$ cat config.mk
export PLATFORM = sky130hd
export DESIGN_NAME = iq_mixer_nco
export DESIGN_NICKNAME = d
export VERILOG_FILES = /design/src/rtl/iq_mixer_pkg.sv /design/src/rtl/nco_quarter_lut.sv /design/src/rtl/iq_mixer_nco.sv
export SDC_FILE = /design/constraint.sdc
export NUM_CORES = 1
export LEC_CHECK = 0
export CAP_MARGIN = 10
export CORE_MARGIN = 2
export CORE_UTILIZATION = 45
export CTS_BUF_LIST = sky130_fd_sc_hd__clkbuf_2 sky130_fd_sc_hd__clkbuf_4 sky130_fd_sc_hd__clkbuf_8
export CTS_CLUSTER_SIZE = 25
export DETAILED_ROUTE_END_ITERATION = 8
export PLACE_DENSITY = 0.66
export SYNTH_ARGS = -nofsm -noshare
export SYNTH_HDL_FRONTEND = slang
export SYNTH_SLANG_ARGS = --single-unit
$ cat constraint.sdc
create_clock -name clk -period 4.5 [get_ports clk]
set_input_delay 1.125 -clock clk [delete_from_list [all_inputs] [get_ports clk]]
set_output_delay 1.125 -clock clk [all_outputs]
set_load 0.02 [all_outputs]
$ cat src/rtl/iq_mixer_pkg.sv
// Shared types and elaboration-time helpers for the I/Q mixer: LO table generator,
// quadrant encoding and output width derivation.
package iq_mixer_pkg;

  typedef enum logic [1:0] {
    QUAD0 = 2'd0,
    QUAD1 = 2'd1,
    QUAD2 = 2'd2,
    QUAD3 = 2'd3
  } quad_e;

  localparam int     LUT_FRAC = 28;
  localparam longint PI_Q     = 64'sd843314857;

  function automatic int out_w(input int in_w, input int lo_w);
    return in_w + lo_w;
  endfunction

  // round(A*cos(pi/2*(i+0.5)/2^aw)) using a fixed-point Taylor series, so the table
  // folds to constants without relying on real-valued math at elaboration.
  function automatic longint lut_entry(input int i, input int aw, input int lo_w);
    longint x, x2, term, sum, amp;
    x    = (PI_Q * longint'(2 * i + 1)) >>> (aw + 2);
    x2   = (x * x) >>> LUT_FRAC;
    term = longint'(1) <<< LUT_FRAC;
    sum  = term;
    for (int k = 1; k <= 12; k++) begin
      term = -((term * x2) >>> LUT_FRAC) / longint'((2 * k - 1) * (2 * k));
      sum  = sum + term;
    end
    amp = (longint'(1) <<< (lo_w - 1)) - 1;
    return (amp * sum + (longint'(1) <<< (LUT_FRAC - 1))) >>> LUT_FRAC;
  endfunction

endpackage

$ cat src/rtl/nco_quarter_lut.sv
// Quarter-wave LO lookup: top phase bits in, registered signed cos/sin out.
module nco_quarter_lut
  import iq_mixer_pkg::*;
#(
  parameter int LUT_AW = 6,
  parameter int LO_W   = 8
) (
  input  logic                     clk,
  input  logic                     rst_n,
  input  logic [LUT_AW+1:0]        i_phase,
  output logic signed [LO_W-1:0]   o_cos,
  output logic signed [LO_W-1:0]   o_sin
);

  localparam int N = 2 ** LUT_AW;

  logic signed [LO_W-1:0] w_lut [N];
  logic signed [LO_W-1:0] w_a, w_b, w_cos, w_sin;
  quad_e                  w_quad;

  for (genvar g = 0; g < N; g++) begin : g_lut
    localparam longint V = lut_entry(g, LUT_AW, LO_W);
    assign w_lut[g] = LO_W'(V);
  end

  assign w_quad = quad_e'(i_phase[LUT_AW+1 -: 2]);

  // w_b reads the mirrored entry, giving the complementary quarter-wave
  if (LUT_AW > 0) begin : g_sel
    assign w_a = w_lut[i_phase[LUT_AW-1:0]];
    assign w_b = w_lut[~i_phase[LUT_AW-1:0]];
  end else begin : g_sel0
    assign w_a = w_lut[0];
    assign w_b = w_lut[0];
  end

  always_comb begin
    w_cos = w_a;
    w_sin = w_b;
    case (w_quad)
      QUAD0:   begin w_cos = w_a;  w_sin = w_b;  end
      QUAD1:   begin w_cos = -w_b; w_sin = w_a;  end
      QUAD2:   begin w_cos = -w_a; w_sin = -w_b; end
      QUAD3:   begin w_cos = w_b;  w_sin = -w_a; end
      default: begin w_cos = w_a;  w_sin = w_b;  end
    endcase
  end

  // stage 1: LO registered from the pre-edge phase
  always_ff @(posedge clk or negedge rst_n) begin
    if (!rst_n) begin
      o_cos <= '0;
      o_sin <= '0;
    end else begin
      o_cos <= w_cos;
      o_sin <= w_sin;
    end
  end

endmodule

$ cat src/rtl/iq_mixer_nco.sv
// Quadrature down-mixer with integrated NCO: phase accumulator with double-buffered
// FCW, quarter-wave LO, two-stage pipeline producing valid-qualified I/Q.
module iq_mixer_nco
  import iq_mixer_pkg::*;
#(
  parameter int  PHASE_W = 32,
  parameter int  LUT_AW  = 6,
  parameter int  LO_W    = 8,
  parameter int  IN_W    = 1,
  localparam int OUT_W   = out_w(IN_W, LO_W)
) (
  input  logic                      clk,
  input  logic                      rst_n,
  input  logic                      en,
  input  logic [IN_W-1:0]           adc,
  input  logic [PHASE_W-1:0]        fcw,
  input  logic                      fcw_load,
  input  logic                      phase_clr,
  output logic [PHASE_W-1:0]        phase,
  output logic signed [OUT_W-1:0]   I,
  output logic signed [OUT_W-1:0]   Q,
  output logic                      valid
);

  logic [PHASE_W-1:0]      r_phase, r_fcw;
  logic signed [IN_W:0]    w_x, r_x_p1;
  logic                    r_vld_p1, r_vld_p2;
  logic signed [LO_W-1:0]  w_cos_p1, w_sin_p1;
  logic signed [OUT_W-1:0] r_i_p2, r_q_p2;

  // LO magnitude never reaches -2^(LO_W-1), so the product always fits OUT_W
  function automatic logic signed [OUT_W-1:0] mix(input logic signed [IN_W:0] x,
                                                  input logic signed [LO_W-1:0] lo,
                                                  input logic neg);
    logic signed [IN_W+LO_W:0] p;
    p = x * lo;
    if (neg) p = -p;
    return OUT_W'(p);
  endfunction

  always_comb begin
    if (IN_W == 1) w_x = adc[0] ? (IN_W + 1)'(1) : '1;
    else           w_x = {adc[IN_W-1], adc};
  end

  always_ff @(posedge clk or negedge rst_n) begin
    if (!rst_n) begin
      r_phase <= '0;
      r_fcw   <= '0;
    end else begin
      if (phase_clr)  r_phase <= '0;
      else if (en)    r_phase <= r_phase + r_fcw;
      if (fcw_load)   r_fcw   <= fcw;
    end
  end

  nco_quarter_lut #(
    .LUT_AW (LUT_AW),
    .LO_W   (LO_W)
  ) u_lut (
    .clk     (clk),
    .rst_n   (rst_n),
    .i_phase (r_phase[PHASE_W-1 -: LUT_AW+2]),
    .o_cos   (w_cos_p1),
    .o_sin   (w_sin_p1)
  );

  // stage 1: sample and strobe captured alongside the LO
  always_ff @(posedge clk or negedge rst_n) begin
    if (!rst_n) begin
      r_x_p1   <= '0;
      r_vld_p1 <= 1'b0;
    end else begin
      r_x_p1   <= w_x;
      r_vld_p1 <= en;
    end
  end

  // stage 2: products, held while no sample is in flight
  always_ff @(posedge clk or negedge rst_n) begin
    if (!rst_n) begin
      r_i_p2   <= '0;
      r_q_p2   <= '0;
      r_vld_p2 <= 1'b0;
    end else begin
      r_vld_p2 <= r_vld_p1;
      if (r_vld_p1) begin
        r_i_p2 <= mix(r_x_p1, w_cos_p1, 1'b0);
        r_q_p2 <= mix(r_x_p1, w_sin_p1, 1'b1);
      end
    end
  end

  assign phase = r_phase;
  assign I     = r_i_p2;
  assign Q     = r_q_p2;
  assign valid = r_vld_p2;

endmodule

-- After elaboration in Yosys (flattened, before gate mapping)
Memory sizes are Yosys's and may differ from the RTL's.
Cells that the tools add are included.
- register bits: 102
- memory bits (read-only): 1024
- input bits: 38
- memories: 2
- memories (memory ; words ; width ; read ports ; clocked after Yosys merged registers in ; wr ports ; RTL line ; RTL):
    (name not given) ; 64 ; 8 ; 1 ; 0 ; 0 ; nco_quarter_lut.sv:30 ; assign w_a = w_lut[i_phase[LUT_AW-1:0]];
    (name not given) ; 64 ; 8 ; 1 ; 0 ; 0 ; nco_quarter_lut.sv:31 ; assign w_b = w_lut[~i_phase[LUT_AW-1:0]];
- add/subtract/negate cells: 4
- multiply operators: 2
- magnitude comparators: 2
- equal/unequal tests: 3
- mux-type cells: 9
- bitwise logic cells: 3
- reductions and logical operators: 2
- operator list (cell ; number):
    $mux W32 ; 2
    $pmux W8 S4 ; 2
    $add A32 B32 Y32 ; 1
    $mux W8 ; 4
    $mul A2 B8 Y9 ; 2
    $neg A8 Y8 ; 2
    $ge A7 B7 Y1 const B ; 2
    $not A6 Y7 ; 2
    $neg A9 Y9 ; 1
    $not A6 Y6 ; 1
    $eq A2 B2 Y1 const B ; 2
    $eq A2 B1 Y1 const B ; 1
    $logic_not A2 Y1 ; 1
    $mux W2 ; 1
    $reduce_bool A2 Y1 ; 1

-- Depth between registers and ports, before layout
- word-level depth: 7
- gate-level depth with buffers: 15
- gate-level depth less buffers: 14

-- By module
From an unflattened synthesis, not the netlist that was laid out.
- cells, all modules: 907
- area, all modules: 8354.3 um^2
- modules (own cells, without submodules) (module ; instances ; cells each ; area each (um^2)):
    iq_mixer_nco ; 1 ; 614 ; 6017.0
    nco_quarter_lut ; 1 ; 293 ; 2337.2

-- Least setup slack after synthesis
No wires, ideal clock.
- kind: register -> register
- from: reg r_phase[24] (netlist: phase[24])
- to: reg u_lut.o_cos[6]
- data arrival time: 3.547 ns
- required time: 4.434 ns
- setup slack: 0.887 ns
- cell stages (with the launch flop): 15
- clock period less this slack: 3.613 ns
- cell sequence: dfrtp_1 > clkbuf_1 > inv_1 > ha_1 > buf_2 > or2_0 > nor2b_1 > mux4_2 > mux2_4 > inv_1 > ha_1 > nand4_1 > xnor2_1 > mux4_2 > nand2_1
- word-level cells in the longest chain between the ends: 7
- elaborated cells between the ends (all ways): 12
- RTL lines (element ; RTL line ; RTL):
    start, declared ; iq_mixer_nco.sv:25 ; logic [PHASE_W-1:0] r_phase, r_fcw;
    start signal, assigned ; iq_mixer_nco.sv:52 ; else if (en) r_phase <= r_phase + r_fcw;
    $not A6 Y6 ; nco_quarter_lut.sv:31 ;
    $not A6 Y7 ; nco_quarter_lut.sv:31 ;
    $mem_v2 Z64 W8 ; - ;
    $mux W8 (not written as such) (2 in a row) ; nco_quarter_lut.sv:31 ;
    $neg A8 Y8 ; nco_quarter_lut.sv:42 ; QUAD1: begin w_cos = -w_b; w_sin = w_a; end
    $pmux W8 S4 (*) ; nco_quarter_lut.sv:40 ; case (w_quad)
    via u_lut.w_cos[6] ; nco_quarter_lut.sv:18 ; logic signed [LO_W-1:0] w_a, w_b, w_cos, w_sin;
    end signal, assigned ; nco_quarter_lut.sv:55 ; o_cos <= w_cos;
    end, declared ; nco_quarter_lut.sv:11 ; output logic signed [LO_W-1:0] o_cos,
Mark *: on every way through the listed nets, which the timed path passes. The rest lies on a longest branch. The select of a mux whose other input is x is not followed.
A chain may end at the register's enable or synchronous reset.

-- Worst setup path after layout
Ends and elaborated chain as after synthesis.

==> run_results.csv <==
group,metric,value,unit
run_status,outcome,"complete, no violations",
global_route,grt_max_degree,42,
clock_network,clockBufferDepth,2,
synth,synth_seq_cells,102,
drt,dr.pass1.iters,5,
layout,fin_nets,1063,
clock_network,cts_max_level,3,
clock_network,cts.reportedPaths.clkPinSlew,0.10,ns
hold_path,hold_path.class,"reg -> reg",
power_and_ir_drop,swShare,42.31,%
clock_network,cts_root_buf,"clkbuf_8",
layout,seq_area,2552,um2
synth,synth_edf_count,0,
power_and_ir_drop,powerDensity,503.6,nW/um2
global_route,grt_usage,20.51,%
synth,avgSynthCellArea,9.155,um2
power_and_ir_drop,p_clk_share,13.5,%
sta,finalClockSkew,0.01530,ns
power_and_ir_drop,p_switching,1980,uW
layout,nFillCells,1648,
synth,syn_inst,876,
sta,setup_violations,0,
clock_network,cts_buffers,9,
floorplan,pin_count,89,
synth,ys_async_sr_fraction,100.0,%
placed_design,hpwl,13.98,mm
drt,drt_iter0_markers,476,
global_route,antenna_found_initial,0,
synth,synth_top_area_share,31.83,%
floorplan,start_util,46.21,%
sta,final.period_utilization,82.78,%
drt,routedWlPerCell,16.14,um
critical_path,crit_fanout,17,
synth,synth_cell_types,72,
sta,grt_setup_unrepaired,"false",
critical_path,worstSetupPathType,"reg -> reg",
power_and_ir_drop,intPower,2699,uW
critical_path,r2r-end,"u_lut.o_cos[6]",
global_route,grt.overflow.total,0,
critical_path,crit_path_start,"phase[24]",
placed_design,io_buffers,88,
power_and_ir_drop,power_frac_comb,57.9,%
hold_path,worstHoldPathCells,1,
sta,period_needed,3.725,ns
layout,drive_above_1_share,9.599,%
critical_path,worstPathRequired,4.82,ns
sta,max_freq,268.5,MHz
sta,tns,0,ns
synth,yosysTopAreaCell,"dfrtp_1",
clock_network,cts_tree,"built",
drt,via_per_inst,5.696,
power_and_ir_drop,power_frac_seq,28.7,%
layout,diodes,0,
drt,num_vias,6681,
critical_path,crit_path_start_kind,"flip-flop",
clock_network,cts_num_sinks,102,
drt,totalWireLength,18.93,mm
synth,synthTopCellsByArea,"dfrtp_1, ha_1, mux2_2",
clock_network,clk_latency,0.39,ns
global_route,grt_pass1_vias,6179,
layout,area_growth,15.85,%
placed_design,gp_congestion,0.9045,
hold_path,holdCritStartpoint,"I[8]",
critical_path,r2r_cells,12,
synth,syn-num-nets,996,
synth,yosysWarnings,0,
floorplan,die_w,137.5,um
critical_path,crit_path_end_kind,"flip-flop",
power_and_ir_drop,ir_drop,338.8,uV
sta,maxSlewHeadroom,43.89,%
global_route,grt_pass1_wl,30.99,mm
synth,ys.flop_type,"dfrtp_1",
synth,netlist_area,8020,um2
floorplan,fp.dieH,137.5,um
critical_path,critical_path_arrival,4.05,ns
sta,final-max-slew-violation-count,0,
floorplan,core_area,17360,um2
drt,post-route-drc-count,0,
synth,yosysSeqAreaShare,31.83,%
drt,final_antenna_net_count,0,
hold_path,holdPathEnd,"I[8]",
clock_network,post_cts_resized,0,
clock_network,cts_setup_buffers,0,
floorplan,dieArea,18910,um2
critical_path,timing.rr.start,"phase[24]",
power_and_ir_drop,p_leak,0.004134,uW
floorplan,rows,48,
critical_path,rrSetupSlack,0.78,ns
layout,multi_input_area,5085,um2
sta,hold_viol,0,
layout,fin_util,53.53,%
clock_network,cts_hold_buf,0,
sta,tightestPinTransition,0.8417,ns
run,maxCapViolations,0,
==> flip-flops by register name, summed over array words and instances, names as in the netlist <==
| register | cells |
|---|---|
| u_lut.o_cos | 8 |
| phase | 32 |
| I | 9 |
| r_fcw | 32 |
| valid | 1 |
| r_x_p1 | 2 |
| Q | 9 |
| u_lut.o_sin | 8 |
| r_vld_p1 | 1 |
==> cell families (layout without fill, tap and decap cells) <==
kind of cell	count (synthesis)	after routing	synth area share, %
buffers and inverters	97	169	4.774
muxes	73	73	11.14
and+or+nand+nor	250	250	15.54
adders and majority gates	82	82	13.17
other	1	1	0.04676
xor gates and xnor gates	35	35	3.822
DFF	102	102	31.83
AOI/OAI and AO/OA	236	236	19.69
==> worst max path at each step <==
stage | to | slack (ns) | cells past startpoint
after CTS | u_lut.o_cos[6] | 0.81 | 12
after floorplan | u_lut.o_cos[6] | 0.89 | 14
after global routing | u_lut.o_cos[6] | 0.50 | 12
after global placement | u_lut.o_cos[3] | 0.94 | 10
final | u_lut.o_cos[6] | 0.78 | 12
after detailed placement | u_lut.o_cos[6] | 0.86 | 12
==> routing by layer <==
layer	routed length, um	vias to the layer above	GRT usage (%)
met2	8716	165	33.00
met4	223	0	4.754
li1	-	3311	-
met1	9158	3183	29.07
met3	829	22	3.127
met5	0	-	0
==> worst max-delay path, stage by stage, from the launching register on <==
cell	delay, ns
dfrtp_1	0.72
inv_1	0.24
ha_1	0.46
or2_0	0.24
nor2b_1	0.13
mux4_2	0.45
mux2_4	0.29
inv_1	0.06
ha_1	0.24
nand4_1	0.13
xnor2_1	0.16
mux4_2	0.45
nand2_1	0.09
==> cell type report <==
cell class / count / area share (%)
clock buffers: 10 / 1.481
clock inverters: 6 / 0.7541
inverters: 51 / 2.060
multi-input cells: 677 / 54.73
flip-flops and latches: 102 / 27.47
well taps: 225 / 3.030
repair buffers: 102 / 10.48
==> metrics by stage <==
| step | instances | hold slack (ns) | worst slack (ns) | area, um2 | total power (uW) |
|---|---|---|---|---|---|
| 3_5_place_dp | 1157 | 0.4977 | 0.8637 | 9084 | 4060 |
| 2_1_floorplan | 876 | 0.4244 | 0.8869 | 8020 | 3286 |
| 5_1_grt | 1173 | 0.5330 | 0.5026 | 9291 | 5084 |
| 3_3_place_gp | 1157 | 0.4904 | 0.9435 | 9084 | 4009 |
| 4_1_cts | 1173 | 0.5208 | 0.8132 | 9291 | 4709 |
| 6_report | 1173 | 0.5154 | 0.7751 | 9291 | 4679 |
==> cells in the final DEF, fill, tap and decap left out, types with 10 or more instances in the layout <==
master and instances:
a211oi_1 19, a21o_1 17, a21oi_1 63, and2_1 20, and3_1 10, buf_4 15, clkbuf_8 10, clkdlybuf4s50_1 85
dfrtp_1 102, ha_1 78, inv_1 48, mux2_2 47, mux2i_1 18, nand2_1 51, nand2b_1 10, nand3_1 16
nor2_1 71, nor2b_1 24, nor3_1 19, o21ai_0 43, o21bai_1 10, xnor2_1 25, xor2_1 10
==> power groups by stage <==
stage	Clock (uW)	Combinational, uW	Sequential, uW
floorplan	0	1830	1460
global placement	0	2650	1350
detailed placement	0	2700	1360
CTS	647	2720	1350
global route	686	3020	1370
finish	630	2710	1340
==> cell usage after synthesis, types with 3 or more instances <==
library cell and count:
xor2_1 10, o311a_1 3, o21a_1 4, a41oi_1 3, nor2b_1 24, a31oi_1 8
nor3b_1 3, a2111oi_0 5, a211oi_1 19, a21oi_1 63, a211o_1 7, mux4_2 4
nand4_1 7, clkbuf_1 30, nand2b_1 10, inv_1 48, o311ai_0 4, mux2_2 47
o211ai_1 8, o21ai_0 43, buf_2 9, ha_1 78, nand3_1 16, fa_1 4
dfrtp_1 102, o221ai_1 3, and2_1 20, nor2_1 71, buf_1 6, mux2i_1 18
and3_1 10, nor3_1 19, o22ai_1 4, o22a_1 4, o21bai_1 10, or2_2 3
o211a_1 5, mux4_1 3, o31ai_1 5, xnor2_1 25, or3_1 4, a21o_1 17
nand2_1 51
(Power assumes the default switching activity.)
